[src/rtl/addition_aligner.sv]
// addition_aligner
//
// Multi-cycle front end of the single-precision floating-point adder.
// Two binary32 operands are taken over a valid/ready handshake and ordered
// by magnitude. The smaller mantissa is shifted right one bit per cycle
// until it lines up with the larger exponent. The two mantissas are then
// added or subtracted. The raw result goes to the normalisation stage that
// follows this block.
//
// Ports
//   clk        rising-edge clock
//   rst        asynchronous, active-high reset
//   in_valid   operands a/b are valid
//   in_ready   block can accept operands (IDLE only)
//   a, b       binary32 operands {sign, exp[7:0], frac[22:0]}
//   out_valid  result valid, held until out_ready
//   out_ready  downstream accepts the result
//   out_s      result sign
//   out_e      result exponent, biased
//   out_m      raw mantissa: [24] carry, [23] hidden bit, [22:0] fraction
module addition_aligner (
  input  logic        clk,
  input  logic        rst,
  input  logic        in_valid,
  output logic        in_ready,
  input  logic [31:0] a,
  input  logic [31:0] b,
  output logic        out_valid,
  input  logic        out_ready,
  output logic        out_s,
  output logic [7:0]  out_e,
  output logic [24:0] out_m
);

  typedef enum logic [1:0] {
    IDLE  = 2'd0,
    ALIGN = 2'd1,
    DONE  = 2'd2
  } state_t;

  state_t state, state_nx;

  // Working registers for the operation in flight.
  // L is the larger-magnitude operand and S is the smaller one.
  logic        sign_l, sign_l_nx;
  logic [7:0]  exp_l, exp_l_nx;
  logic [24:0] m_l, m_l_nx;
  logic [24:0] m_s, m_s_nx;
  logic        sub, sub_nx;
  logic [4:0]  cnt, cnt_nx;
  logic        special, special_nx;
  logic        spec_nan, spec_nan_nx;
  logic        spec_s, spec_s_nx;

  logic        out_valid_nx;
  logic        out_s_nx;
  logic [7:0]  out_e_nx;
  logic [24:0] out_m_nx;

  // Operand field decoding. A zero exponent means zero, so denormals are
  // flushed. Otherwise the mantissa gets its hidden one, and the spare top
  // bit leaves room for the carry of the later addition.
  logic        sign_a, sign_b;
  logic [7:0]  exp_a, exp_b;
  logic [22:0] frac_a, frac_b;
  logic [24:0] man_a, man_b;

  assign sign_a = a[31];
  assign exp_a  = a[30:23];
  assign frac_a = a[22:0];
  assign sign_b = b[31];
  assign exp_b  = b[30:23];
  assign frac_b = b[22:0];

  assign man_a = (exp_a == 8'd0) ? 25'd0 : {2'b01, frac_a};
  assign man_b = (exp_b == 8'd0) ? 25'd0 : {2'b01, frac_b};

  // Magnitude ordering. The exponent decides first and the mantissa breaks
  // ties. On a complete tie, a is the larger operand.
  logic a_is_l;
  assign a_is_l = (exp_a > exp_b) || ((exp_a == exp_b) && (man_a >= man_b));

  // The alignment shift count saturates at 25. At that point the hidden bit
  // of S has certainly fallen off the end.
  logic [7:0] exp_big, exp_small, exp_diff;
  logic [4:0] cnt_init;

  assign exp_big   = a_is_l ? exp_a : exp_b;
  assign exp_small = a_is_l ? exp_b : exp_a;
  assign exp_diff  = exp_big - exp_small;
  assign cnt_init  = (exp_diff > 8'd25) ? 5'd25 : exp_diff[4:0];

  // Special operand classification. Any NaN gives the canonical NaN. So do
  // two infinities of opposite sign. Otherwise any infinity passes through
  // with its own sign.
  logic nan_a, nan_b, inf_a, inf_b;
  logic is_nan, is_special, inf_sign;

  assign nan_a      = (exp_a == 8'hFF) && (frac_a != 23'd0);
  assign nan_b      = (exp_b == 8'hFF) && (frac_b != 23'd0);
  assign inf_a      = (exp_a == 8'hFF) && (frac_a == 23'd0);
  assign inf_b      = (exp_b == 8'hFF) && (frac_b == 23'd0);
  assign is_nan     = nan_a || nan_b || (inf_a && inf_b && (sign_a != sign_b));
  assign is_special = (exp_a == 8'hFF) || (exp_b == 8'hFF);
  assign inf_sign   = inf_a ? sign_a : sign_b;

  // Mantissa combine. Subtraction cannot underflow because m_l >= m_s
  // always holds. A carry out of an addition lands in bit 24.
  logic [24:0] raw_sum;
  assign raw_sum = sub ? (m_l - m_s) : (m_l + m_s);

  // in_ready is decoded from the state only. It is also masked while reset
  // is held, so nothing appears acceptable during reset.
  assign in_ready = (state == IDLE) && !rst;

  // Next-state and next-register logic. Every register holds its value by
  // default. The case statement then overrides only what the current state
  // changes.
  always_comb begin
    state_nx     = state;
    sign_l_nx    = sign_l;
    exp_l_nx     = exp_l;
    m_l_nx       = m_l;
    m_s_nx       = m_s;
    sub_nx       = sub;
    cnt_nx       = cnt;
    special_nx   = special;
    spec_nan_nx  = spec_nan;
    spec_s_nx    = spec_s;
    out_valid_nx = out_valid;
    out_s_nx     = out_s;
    out_e_nx     = out_e;
    out_m_nx     = out_m;

    case (state)
      IDLE: begin
        if (in_valid && in_ready) begin
          sign_l_nx   = a_is_l ? sign_a : sign_b;
          exp_l_nx    = exp_big;
          m_l_nx      = a_is_l ? man_a : man_b;
          m_s_nx      = a_is_l ? man_b : man_a;
          sub_nx      = sign_a ^ sign_b;
          special_nx  = is_special;
          spec_nan_nx = is_nan;
          spec_s_nx   = inf_sign;
          cnt_nx      = is_special ? 5'd0 : cnt_init;
          state_nx    = ALIGN;
        end
      end

      ALIGN: begin
        if (cnt != 5'd0) begin
          // Bits shifted out are discarded. There are no guard or sticky bits.
          m_s_nx = m_s >> 1;
          cnt_nx = cnt - 5'd1;
        end else begin
          state_nx     = DONE;
          out_valid_nx = 1'b1;
          if (special) begin
            out_s_nx = spec_nan ? 1'b0 : spec_s;
            out_e_nx = 8'hFF;
            out_m_nx = spec_nan ? 25'h0C00000 : 25'h0800000;
          end else if (raw_sum == 25'd0) begin
            // Exact cancellation or two zeros gives a clean +0.
            out_s_nx = 1'b0;
            out_e_nx = 8'd0;
            out_m_nx = 25'd0;
          end else begin
            out_s_nx = sign_l;
            out_e_nx = exp_l;
            out_m_nx = raw_sum;
          end
        end
      end

      DONE: begin
        if (out_ready) begin
          out_valid_nx = 1'b0;
          state_nx     = IDLE;
        end
      end

      default: begin
        state_nx = IDLE;
      end
    endcase
  end

  // State and datapath registers. Reset discards any operation in flight
  // and clears the presented result.
  always_ff @(posedge clk or posedge rst) begin
    if (rst) begin
      state     <= IDLE;
      sign_l    <= 1'b0;
      exp_l     <= 8'd0;
      m_l       <= 25'd0;
      m_s       <= 25'd0;
      sub       <= 1'b0;
      cnt       <= 5'd0;
      special   <= 1'b0;
      spec_nan  <= 1'b0;
      spec_s    <= 1'b0;
      out_valid <= 1'b0;
      out_s     <= 1'b0;
      out_e     <= 8'd0;
      out_m     <= 25'd0;
    end else begin
      state     <= state_nx;
      sign_l    <= sign_l_nx;
      exp_l     <= exp_l_nx;
      m_l       <= m_l_nx;
      m_s       <= m_s_nx;
      sub       <= sub_nx;
      cnt       <= cnt_nx;
      special   <= special_nx;
      spec_nan  <= spec_nan_nx;
      spec_s    <= spec_s_nx;
      out_valid <= out_valid_nx;
      out_s     <= out_s_nx;
      out_e     <= out_e_nx;
      out_m     <= out_m_nx;
    end
  end

endmodule
[config.mk]
export PLATFORM = sky130hd
export DESIGN_NAME = addition_aligner
export DESIGN_NICKNAME = d
export VERILOG_FILES = /design/src/rtl/addition_aligner.sv
export SDC_FILE = /design/constraint.sdc
export NUM_CORES = 1
export LEC_CHECK = 0
export ABC_AREA = 1
export CAP_MARGIN = 30
export CORE_ASPECT_RATIO = 0.5
export CORE_UTILIZATION = 50
export CTS_BUF_LIST = sky130_fd_sc_hd__clkbuf_2 sky130_fd_sc_hd__clkbuf_4 sky130_fd_sc_hd__clkbuf_8
export DETAILED_ROUTE_END_ITERATION = 7
export PLACE_DENSITY = 0.79
export SETUP_SLACK_MARGIN = 0.02
export SYNTH_ARGS = -nofsm -noshare
export SYNTH_HDL_FRONTEND = slang
export SYNTH_SLANG_ARGS = --single-unit
export TNS_END_PERCENT = 10
[constraint.sdc]
create_clock -name clk -period 6.11 [get_ports clk]
set_input_delay 1.222 -clock clk [delete_from_list [all_inputs] [get_ports clk]]
set_output_delay 1.222 -clock clk [all_outputs]
set_load 0.005 [all_outputs]
==> results.ini <==
[clocking]
clock-sinks=103
htree_num_levels=3
cts_root_buf=clkbuf_8
clockBufferDepth=2
clk_pin_slew_worst_paths_ns=0.10
post_cts_buffers=0
ctsHoldBuffers=0
cts_buffers=9
cts_tree=yes
insertion_delay_ns=0.38
cts_resized=0

[worst_setup_path]
crit_type=in2reg
end_kind=flop
path_max_fanout=23
cp.arrival_ns=5.52
cp-start-kind=primary input
crit_required_ns=6.37
r2r_slack_ns=1.49

[timing]
setup_tns_ns=0
tightest_slew_ns=0.902
finalCritPeriodShare_pct=86.1
skew_ns=0.0251
slew_headroom_pct=39.8
min_period_ns=5.26
finalSetupViolCount=0
max_freq_ghz=0.190
slew_violations=0
hold_slack_ns=0.491
rsz0062_at_grt=false
hold_viol_final=0

[run]
max_cap_viol_count=0

[placement]
placed_cell_area_um2=9400
place_congestion=0.934
dp_hpwl_mm=18.5
port-buffer-count=103

[die]
core_um2=15700
initial_core_util_pct=52.0
die_x_um=183
dieArea_um2=16900
rows=32
chipHeight_um=92.4
io_pins=104

[synth]
synthTopCellsByArea=dfrtp_1 32%, nand2_1 11%, ha_1 9.2%
synth_flop_cell=dfrtp_1
ys_seq_area_share_pct=31.6
yosys.area.top_type=dfrtp_1
ys_async_sr_fraction_pct=100
syn_nets=1266
synthDistinctLibCells=41
synth-seq-cells=103
ys_warn_count=0
synth_edf_count=0
syn_area_um2=8170
syn_inst=1137
synth_commonest_cells=238 x nand2_1, 148 x inv_1, 103 x dfrtp_1
synth_top_area_share_pct=31.6
yosysMostFrequentCell=nand2_1
syn_avg_cell_area_um2=7.18

[finish]
fin_area_um2=9600
multi_input_area_um2=4860
fin_util_pct=61.1
antenna_cells=0
fillers=1454
drive_gt1_share_pct=4.40
area_growth_pct=17.5
regArea_um2=2580
nNetsFinal=1351

[power_and_ir_drop]
peakVddDrop_uv=267
p_leak_nw=4.65
power_density_nw_per_um2=565

[outcome]
status=completed

[route]
routedWlPerCell_um=16.3
num_vias=8137
drtIter0Drc=629
drt_wl_total_mm=23.6
vias_per_cell=5.62
ant_nets=0
drc=0
first_pass_iters=5

[global_routing]
grt-ovfl-total=0
first_global_vias=7526
grt_pass1_wl_mm=38.1
grt_max_degree=60
grt_usage_pct=28.6
antenna_found_initial=0

[hold_path]
hp-class=reg2reg

[layout by cell type (no fill, tap or decap), drive strengths merged, types with 2 or more instances in the layout]
cell and instances:
o221ai 21, inv 151, a22oi 7, o21a 26, clkdlybuf4s50 103, o22ai 2, nand2 247, clkinv 5
o21bai 2, nand3 51, nor2 108, a2bb2oi 17, nor3 15, a211oi 2, and2 2, nor4 12
nand4 21, a21o 3, o211ai 15, or2 5, a211o 2, buf 11, clkbuf 10, a22o 8
dfrtp 103, xnor2 10, xor2 34, a31oi 3, a21oi 88, o21ai 72, a21boi 4, ha 60
[flip-flops by register name (all words and copies together) (netlist names)]
register,flops
out_e,8
sign_l,1
state,2
sub,1
exp_l,8
out_s,1
out_valid,1
m_s,24
out_m,25
special,1
spec_s,1
m_l,24
cnt,5
spec_nan,1
[stage by stage]
stage,power (mW),std cells,setup slack (ns)
3_5_place_dp,4.93,1432,0.512
4_1_cts,5.39,1447,0.899
2_1_floorplan,3.91,1137,1.87
3_3_place_gp,4.87,1432,0.617
5_1_grt,5.95,1447,0.364
6_report,5.42,1447,0.847
[cell families after synthesis]
family	count (synthesis)	synth area share [%]
AOI/OAI and AO/OA	274	21.0
DFF	103	31.6
adders and majority gates	61	9.44
buffers and inverters	193	8.96
xor gates and xnor gates	44	4.72
and+or+nand+nor	462	24.3
[worst paths after layout]
| check | start | endpoint | depth (start not counted) |
|---|---|---|---|
| max in group asynchronous | rst | cnt[3] | 3 |
| setup / recovery | b[23] | cnt[0] | 28 |
| setup reg to reg | m_s[2] | out_s | 29 |
| min in group asynchronous | rst | m_l[2] | 2 |
| hold reg to reg | spec_s | spec_s | 2 |
| hold / removal | spec_s | spec_s | 2 |
[power breakdown]
| group | leakage [nW] | total [mW] | internal, mW | switching [mW] |
|---|---|---|---|---|
| logic | 3.31 | 3.72 | 1.49 | 2.24 |
| clock network | 0.0957 | 0.442 | 0.193 | 0.249 |
| registers | 1.24 | 1.26 | 0.989 | 0.267 |
| total | 4.65 | 5.42 | 2.67 | 2.75 |
[metal layers]
metal | share of wire, % | track usage, %
met5 | 0 | 0
met4 | 1.6 | 6.58
met3 | 7.8 | 4.21
met2 | 45 | 46.9
met1 | 45 | 39.8
[critical path, stage by stage]
cell and delay, ns:
clkdlybuf4s50_1 0.49, inv_1 0.13, nand4_1 0.08, nor2_1 0.35, inv_1 0.44, nand2_1 0.25
ha_1 0.27, nand2_1 0.09, inv_1 0.05, nand2_1 0.05, nand2_1 0.06, nor2_1 0.19
nor2_1 0.08, nand2_1 0.09, nand2_2 0.15, nand2_2 0.19, buf_4 0.24, nand2_1 0.08
nand2_1 0.11, nand3_1 0.12, nand3_2 0.12, nand2_1 0.07, nand3_1 0.07, nand2_1 0.10
nor2_4 0.17, nand3_1 0.09, nand2_1 0.07, a21oi_1 0.06
[area by class of cell]
class | count | share of cell area (%)
multi-input cells | 841 | 50.6
flip-flops and latches | 103 | 26.9
repair buffers | 114 | 11.6
inverters | 153 | 6.01
well taps | 221 | 2.88
clock buffers | 10 | 1.37
clock inverters | 5 | 0.626
(Power assumes the default switching activity.)
